### src/rtl/led_status_sequencer.sv
// led_status_sequencer: arbitrates the common-anode RGB status LED between
// NUM_REQ requesters (index 0 highest priority) and plays an 8-step blink
// pattern, one step per 2^TICK_W clock cycles.
//
// Ports:
//   clk, rst_n        clock, asynchronous active-low reset
//   req               per-requester request level
//   req_color         {r,g,b} per requester, requester i at [3i+2:3i]
//   req_mode          pattern select per requester, requester i at [2i+1:2i]
//   grant             one-hot current owner (registered), zero when idle
//   busy              high while a grant is held (registered)
//   led_red/green/blue  active-low LED drive (registered)
//
// Optional feature: define LED_IDLE_HEARTBEAT_EN to run a green heartbeat
// while idle. Without it, all LEDs are off in IDLE.
module led_status_sequencer #(
  parameter int unsigned NUM_REQ = 4,
  parameter int unsigned TICK_W  = 22
) (
  input  logic                 clk,
  input  logic                 rst_n,
  input  logic [NUM_REQ-1:0]   req,
  input  logic [3*NUM_REQ-1:0] req_color,
  input  logic [2*NUM_REQ-1:0] req_mode,
  output logic [NUM_REQ-1:0]   grant,
  output logic                 busy,
  output logic                 led_red,
  output logic                 led_green,
  output logic                 led_blue
);

  localparam int unsigned STEP_W = 3;
  localparam int unsigned COL_W  = 3;
  localparam int unsigned MODE_W = 2;

  typedef enum logic {IDLE = 1'b0, ACTIVE = 1'b1} state_t;

  state_t              state, state_n;
  logic [TICK_W-1:0]   presc;
  logic                tick_c;
  logic [STEP_W-1:0]   step, step_n;
  logic [COL_W-1:0]    color, color_n;
  logic [MODE_W-1:0]   mode, mode_n;
  logic [NUM_REQ-1:0]  grant_n;
  logic [COL_W-1:0]    led_q, led_n_c;

  logic [NUM_REQ-1:0]  win_grant_c;
  logic [COL_W-1:0]    win_color_c;
  logic [MODE_W-1:0]   win_mode_c;
  logic                any_req_c;
  logic                owner_req_c;
  logic [7:0]          pat_c;
  logic [7:0]          hb_pat_c;
  logic                pat_bit_c;
  logic                hb_bit_c;

  // Pattern table, MSB is step 0.
  function automatic logic [7:0] pattern(input logic [MODE_W-1:0] m);
    case (m)
      2'b00:   pattern = 8'b1111_1111;
      2'b01:   pattern = 8'b1111_0000;
      2'b10:   pattern = 8'b1010_0000;
      default: pattern = 8'b1010_1010;
    endcase
  endfunction

  assign tick_c = &presc;

  // Fixed-priority arbiter: scan from low priority up so index 0 wins last.
  always_comb begin
    win_grant_c = '0;
    win_color_c = '0;
    win_mode_c  = '0;
    for (int i = int'(NUM_REQ) - 1; i >= 0; i--) begin
      if (req[i]) begin
        win_grant_c    = '0;
        win_grant_c[i] = 1'b1;
        win_color_c    = req_color[3*i +: 3];
        win_mode_c     = req_mode[2*i +: 2];
      end
    end
  end

  assign any_req_c   = |req;
  assign owner_req_c = |(req & grant);

  // State register plus prescaler and registered outputs.
  always_ff @(posedge clk or negedge rst_n) begin
    if (!rst_n) begin
      presc <= '0;
      state <= IDLE;
      grant <= '0;
      busy  <= 1'b0;
      color <= '0;
      mode  <= '0;
      step  <= '0;
      led_q <= 3'b111;
    end else begin
      presc <= presc + TICK_W'(1);
      state <= state_n;
      grant <= grant_n;
      busy  <= |grant_n;
      color <= color_n;
      mode  <= mode_n;
      step  <= step_n;
      led_q <= led_n_c;
    end
  end

  // Next-state logic; everything moves only on tick.
  always_comb begin
    state_n = state;
    grant_n = grant;
    color_n = color;
    mode_n  = mode;
    step_n  = step;
    if (tick_c) begin
      case (state)
        IDLE: begin
          if (any_req_c) begin
            state_n = ACTIVE;
            grant_n = win_grant_c;
            color_n = win_color_c;
            mode_n  = win_mode_c;
            step_n  = '0;
          end else begin
`ifdef LED_IDLE_HEARTBEAT_EN
            step_n = step + STEP_W'(1);
`else
            step_n = '0;
`endif
          end
        end
        default: begin
          if (!owner_req_c) begin
            // Owner released: hand over to the best remaining requester.
            step_n = '0;
            if (any_req_c) begin
              grant_n = win_grant_c;
              color_n = win_color_c;
              mode_n  = win_mode_c;
            end else begin
              state_n = IDLE;
              grant_n = '0;
            end
          end else if (step == STEP_W'(7)) begin
            // Pattern wrap is the only preemption point.
            grant_n = win_grant_c;
            color_n = win_color_c;
            mode_n  = win_mode_c;
            step_n  = '0;
          end else begin
            step_n = step + STEP_W'(1);
          end
        end
      endcase
    end
  end

  // LED drive computed from the latched state; registered above.
  assign pat_c     = pattern(mode);
  assign hb_pat_c  = pattern(2'b10);
  assign pat_bit_c = pat_c[~step];
  assign hb_bit_c  = hb_pat_c[~step];

  always_comb begin
    led_n_c = 3'b111;
    if (state == ACTIVE) begin
      led_n_c = ~(color & {COL_W{pat_bit_c}});
    end else begin
`ifdef LED_IDLE_HEARTBEAT_EN
      led_n_c[1] = ~hb_bit_c;
`else
      led_n_c = 3'b111;
`endif
    end
  end

  assign led_red   = led_q[2];
  assign led_green = led_q[1];
  assign led_blue  = led_q[0];

endmodule

### config.mk
export PLATFORM = sky130hd
export DESIGN_NAME = led_status_sequencer
export DESIGN_NICKNAME = d
export VERILOG_FILES = /design/src/rtl/led_status_sequencer.sv
export SDC_FILE = /design/constraint.sdc
export NUM_CORES = 1
export LEC_CHECK = 0
export ABC_AREA = 0
export ABC_CLOCK_PERIOD_IN_PS = 4100
export CORE_MARGIN = 1.5
export CORE_UTILIZATION = 53
export CTS_BUF_LIST = sky130_fd_sc_hd__clkbuf_4
export DETAILED_ROUTE_END_ITERATION = 10
export DONT_BUFFER_PORTS = 1
export PLACE_DENSITY = 0.71
export SLEW_MARGIN = 20
export SYNTH_ARGS = -nofsm -noshare
export SYNTH_HDL_FRONTEND = slang
export SYNTH_SLANG_ARGS = --single-unit
### constraint.sdc
create_clock -name clk -period 4.1 [get_ports clk]
set_input_delay 0.82 -clock clk [delete_from_list [all_inputs] [get_ports clk]]
set_output_delay 0.82 -clock clk [all_outputs]
set_load 0.03 [all_outputs]
==> out/qor.csv <==
stage,metric,value,unit
status,status,completed,
yosys,largest area contributor in the netlist,dfrtp_1,
global_route,pin count of the biggest net entering global routing,40,
yosys,synth unique cells,35,
power_and_ir_drop,switching share of total power,0.217,
setup_path,stages on the worst setup path,4,
cts,CTS H-tree depth,2,
detailed_routing,total wire length,3.49,mm
setup_path,CP Capture Type,register,
detailed_routing,initial drt markers,61,
global_route,number of antenna violations at the first check in global routing,0,
yosys,synth top area cells,"dfrtp_1 47%, xnor2_1 5.9%, nand3_1 4.2%, dfstp_2 4.1%, nand2_1 4.1%",
power_and_ir_drop,Comb pwr share,0.033,
global_route,global-route wire length before repair,6.04,mm
power_and_ir_drop,Clk pwr share,0.380,
yosys,Mapped Cells,175,
setup_path,Crit-path slowest cell,dfrtp_1,
detailed_routing,via count,1345,
timing,worst slew pin tran,0.635,ns
timing,Slew headroom,0.573,
cts,post-cts resize count,0,
cts,"Clk Latency, worst-skew pair",0.34,ns
place,IO buf count,0,
job,Max Cap Viol,0,
yosys,synth warn,0,
cts,clk slew on worst S/H paths,0.12,ns
floorplanning,Starting Density,0.562,
power_and_ir_drop,part of the power in registers,0.587,
yosys,synth cell count leaders,"36 x dfrtp_1, 21 x nand2_1, 16 x nand3_1",
timing,endpoints failing hold,0,
timing,RSZ-0062 raised after global routing,no,
floorplanning,FP Rows,21,
floorplanning,die area,3990,um2
floorplanning,Die X,63.2,um
yosys,"flops & latches, synth",39,
power_and_ir_drop,internal power,526,uW
cts,Post-CTS Setup Repair Bufs,0,
timing,Setup-failing EPs final,0,
power_and_ir_drop,Leakage,0.000886,uW
detailed_routing,Pre-antenna DRT Iters,4,
cells_and_area,fin area,2040,um2
cts,CTS root buffer,clkbuf_4,
detailed_routing,DRC Markers,0,
cts,Post-CTS Hold Fix Bufs,0,
yosys,share of the yosys chip area belonging to registers,0.510,
global_route,GRT Util Overall,0.192,
setup_path,CP Max Fanout,8,
setup_path,Crit path required time,4.34,ns
place,post-place instance area,1960,um2
setup_path,Setup Crit Path Kind,register to register,
detailed_routing,Routed Antenna Nets,0,
setup_path,Worst Path Buf+Inv,0,
place,dpl hpwl,2.63,mm
setup_path,startpoint types,register,
yosys,mapped cell area,1920,um2
power_and_ir_drop,switching pwr,146,uW
cells_and_area,ant diodes,0,
yosys,most common flop cell mapped by yosys,dfrtp_1,
timing,final slew viol count,0,
yosys,Synth async-reset ratio,1.00,
power_and_ir_drop,Pwr per Cell Area,329,nW/um2
cells_and_area,Post-layout nets,208,
floorplanning,I/O pin cnt,34,
cts,clock buffer depth,2,
setup_path,critical-path cell list,a22oi_1 > a211oi_4 > nor4_4 > mux2_2,
timing,clock period minus worst slack,1.95,ns
yosys,syn_area_per_cell,11.0,um2
setup_path,Reg2Reg Depth,4,
global_route,grt ovf,0,
setup_path,worst stage delay on the critical path,0.54,ns
setup_path,Worst Path Arrival,2.19,ns
place,routability cong.,0.828,
timing,final worst-path cycle share,0.475,
yosys,Synth top area share,0.469,
min_path,Hold Path Class,input port to async pin,
floorplanning,core box area,3420,um2
cells_and_area,area delta synth->final,6.19,%
cts,Clock Sinks,39,
detailed_routing,WL/cell,15.4,um
cells_and_area,Filler cells,294,
timing,Final TNS setup,0,ns
timing,clk_skew,0.00265,ns
detailed_routing,routed vias/inst,5.95,
cts,CTS Buf Count,5,
floorplanning,die height,63.2,um
cts,CTS tree,built,
yosys,Post-Syn Nets,204,
power_and_ir_drop,"IR drop worst, VDD",195,uV
setup_path,crit-path leading delay family,flip-flops,
timing,Peak Freq,0.513,GHz
global_route,vias in the first global route,1289,
cells_and_area,share of layout cells above drive strength 1,0.156,
yosys,Post-synth EDFFs,0,
yosys,most frequent cell after synthesis,dfrtp_1,
-- flip-flops by register name (all words and copies together) (netlist names) --
| name | cells |
|---|---|
| busy | 1 |
| color | 3 |
| grant | 4 |
| led_q | 3 |
| mode | 2 |
| presc | 22 |
| state | 1 |
| step | 3 |
-- through the flow --
stage,utilization,hold slack [ns],cells,total power (uW),setup slack [ns]
floorplan,-,0.368,175,424,1.88
global placement,0.573,0.386,218,424,1.97
detailed placement,0.573,0.392,218,424,1.90
CTS,0.597,0.143,226,679,2.12
global route,0.597,0.120,226,698,2.00
finish,0.597,0.155,226,672,2.15
-- path summary, 6_finish.rpt --
| kind | endpoint | from | slack (ns) |
|---|---|---|---|
| setup / recovery | mode[0] | grant[2] | 2.15 |
| max in group asynchronous | led_q[2] | rst_n | 3.78 |
| hold / removal | presc[18] | rst_n | 0.15 |
| min in group clk | led_q[1] | color[1] | 0.40 |
| hold reg to reg | led_q[1] | color[1] | 0.40 |
| setup reg to reg | mode[0] | grant[2] | 2.15 |
-- logic make-up (layout without fill, tap and decap cells) --
| family | after synthesis | in the layout | share of synthesized area |
|---|---|---|---|
| and+or+nand+nor | 68 | 68 | 0.208 |
| xor gates and xnor gates | 21 | 21 | 0.0958 |
| DFF | 39 | 39 | 0.510 |
| adders and majority gates | 3 | 3 | 0.0195 |
| buffers and inverters | 8 | 13 | 0.0202 |
| AOI/OAI and AO/OA | 30 | 30 | 0.112 |
| muxes | 6 | 6 | 0.0345 |
-- metal layers --
layer,global-route usage,wire length [um]
met1,0.264,1660
met2,0.293,1650
met3,0.0661,135
met4,0.0516,37
met5,0,0
-- layout make-up --
class	instances	area [um2]	area share
clock inverter	3	43.8	0.0215
multi-input combinational	128	902	0.442
sequential	39	980	0.480
clock buffer	5	37.5	0.0184
tap	46	57.6	0.0282
inverter	5	18.8	0.00920
-- layout by cell type, fill, tap and decap left out, drive strengths merged, types with 2 or more instances in the layout --
master / count
dfrtp: 36
o21ai: 10
and3: 3
inv: 5
and4: 4
nand3: 16
nor2: 6
nand2: 21
clkbuf: 5
nor3: 3
clkinv: 2
a22oi: 7
nor4: 6
mux2: 5
xnor2: 13
dfstp: 3
xor2: 8
o211ai: 5
o41ai: 4
nand4: 6
ha: 3
-- power by group through the flow --
| stage | Clock, uW | Combinational, uW | Sequential (uW) |
|---|---|---|---|
| global placement | 0 | 21.9 | 402 |
| global route | 278 | 25.0 | 395 |
| detailed placement | 0 | 22.2 | 402 |
| floorplan | 0 | 22.7 | 401 |
| finish | 255 | 22.3 | 394 |
| CTS | 262 | 22.3 | 394 |
(Power assumes the default switching activity.)
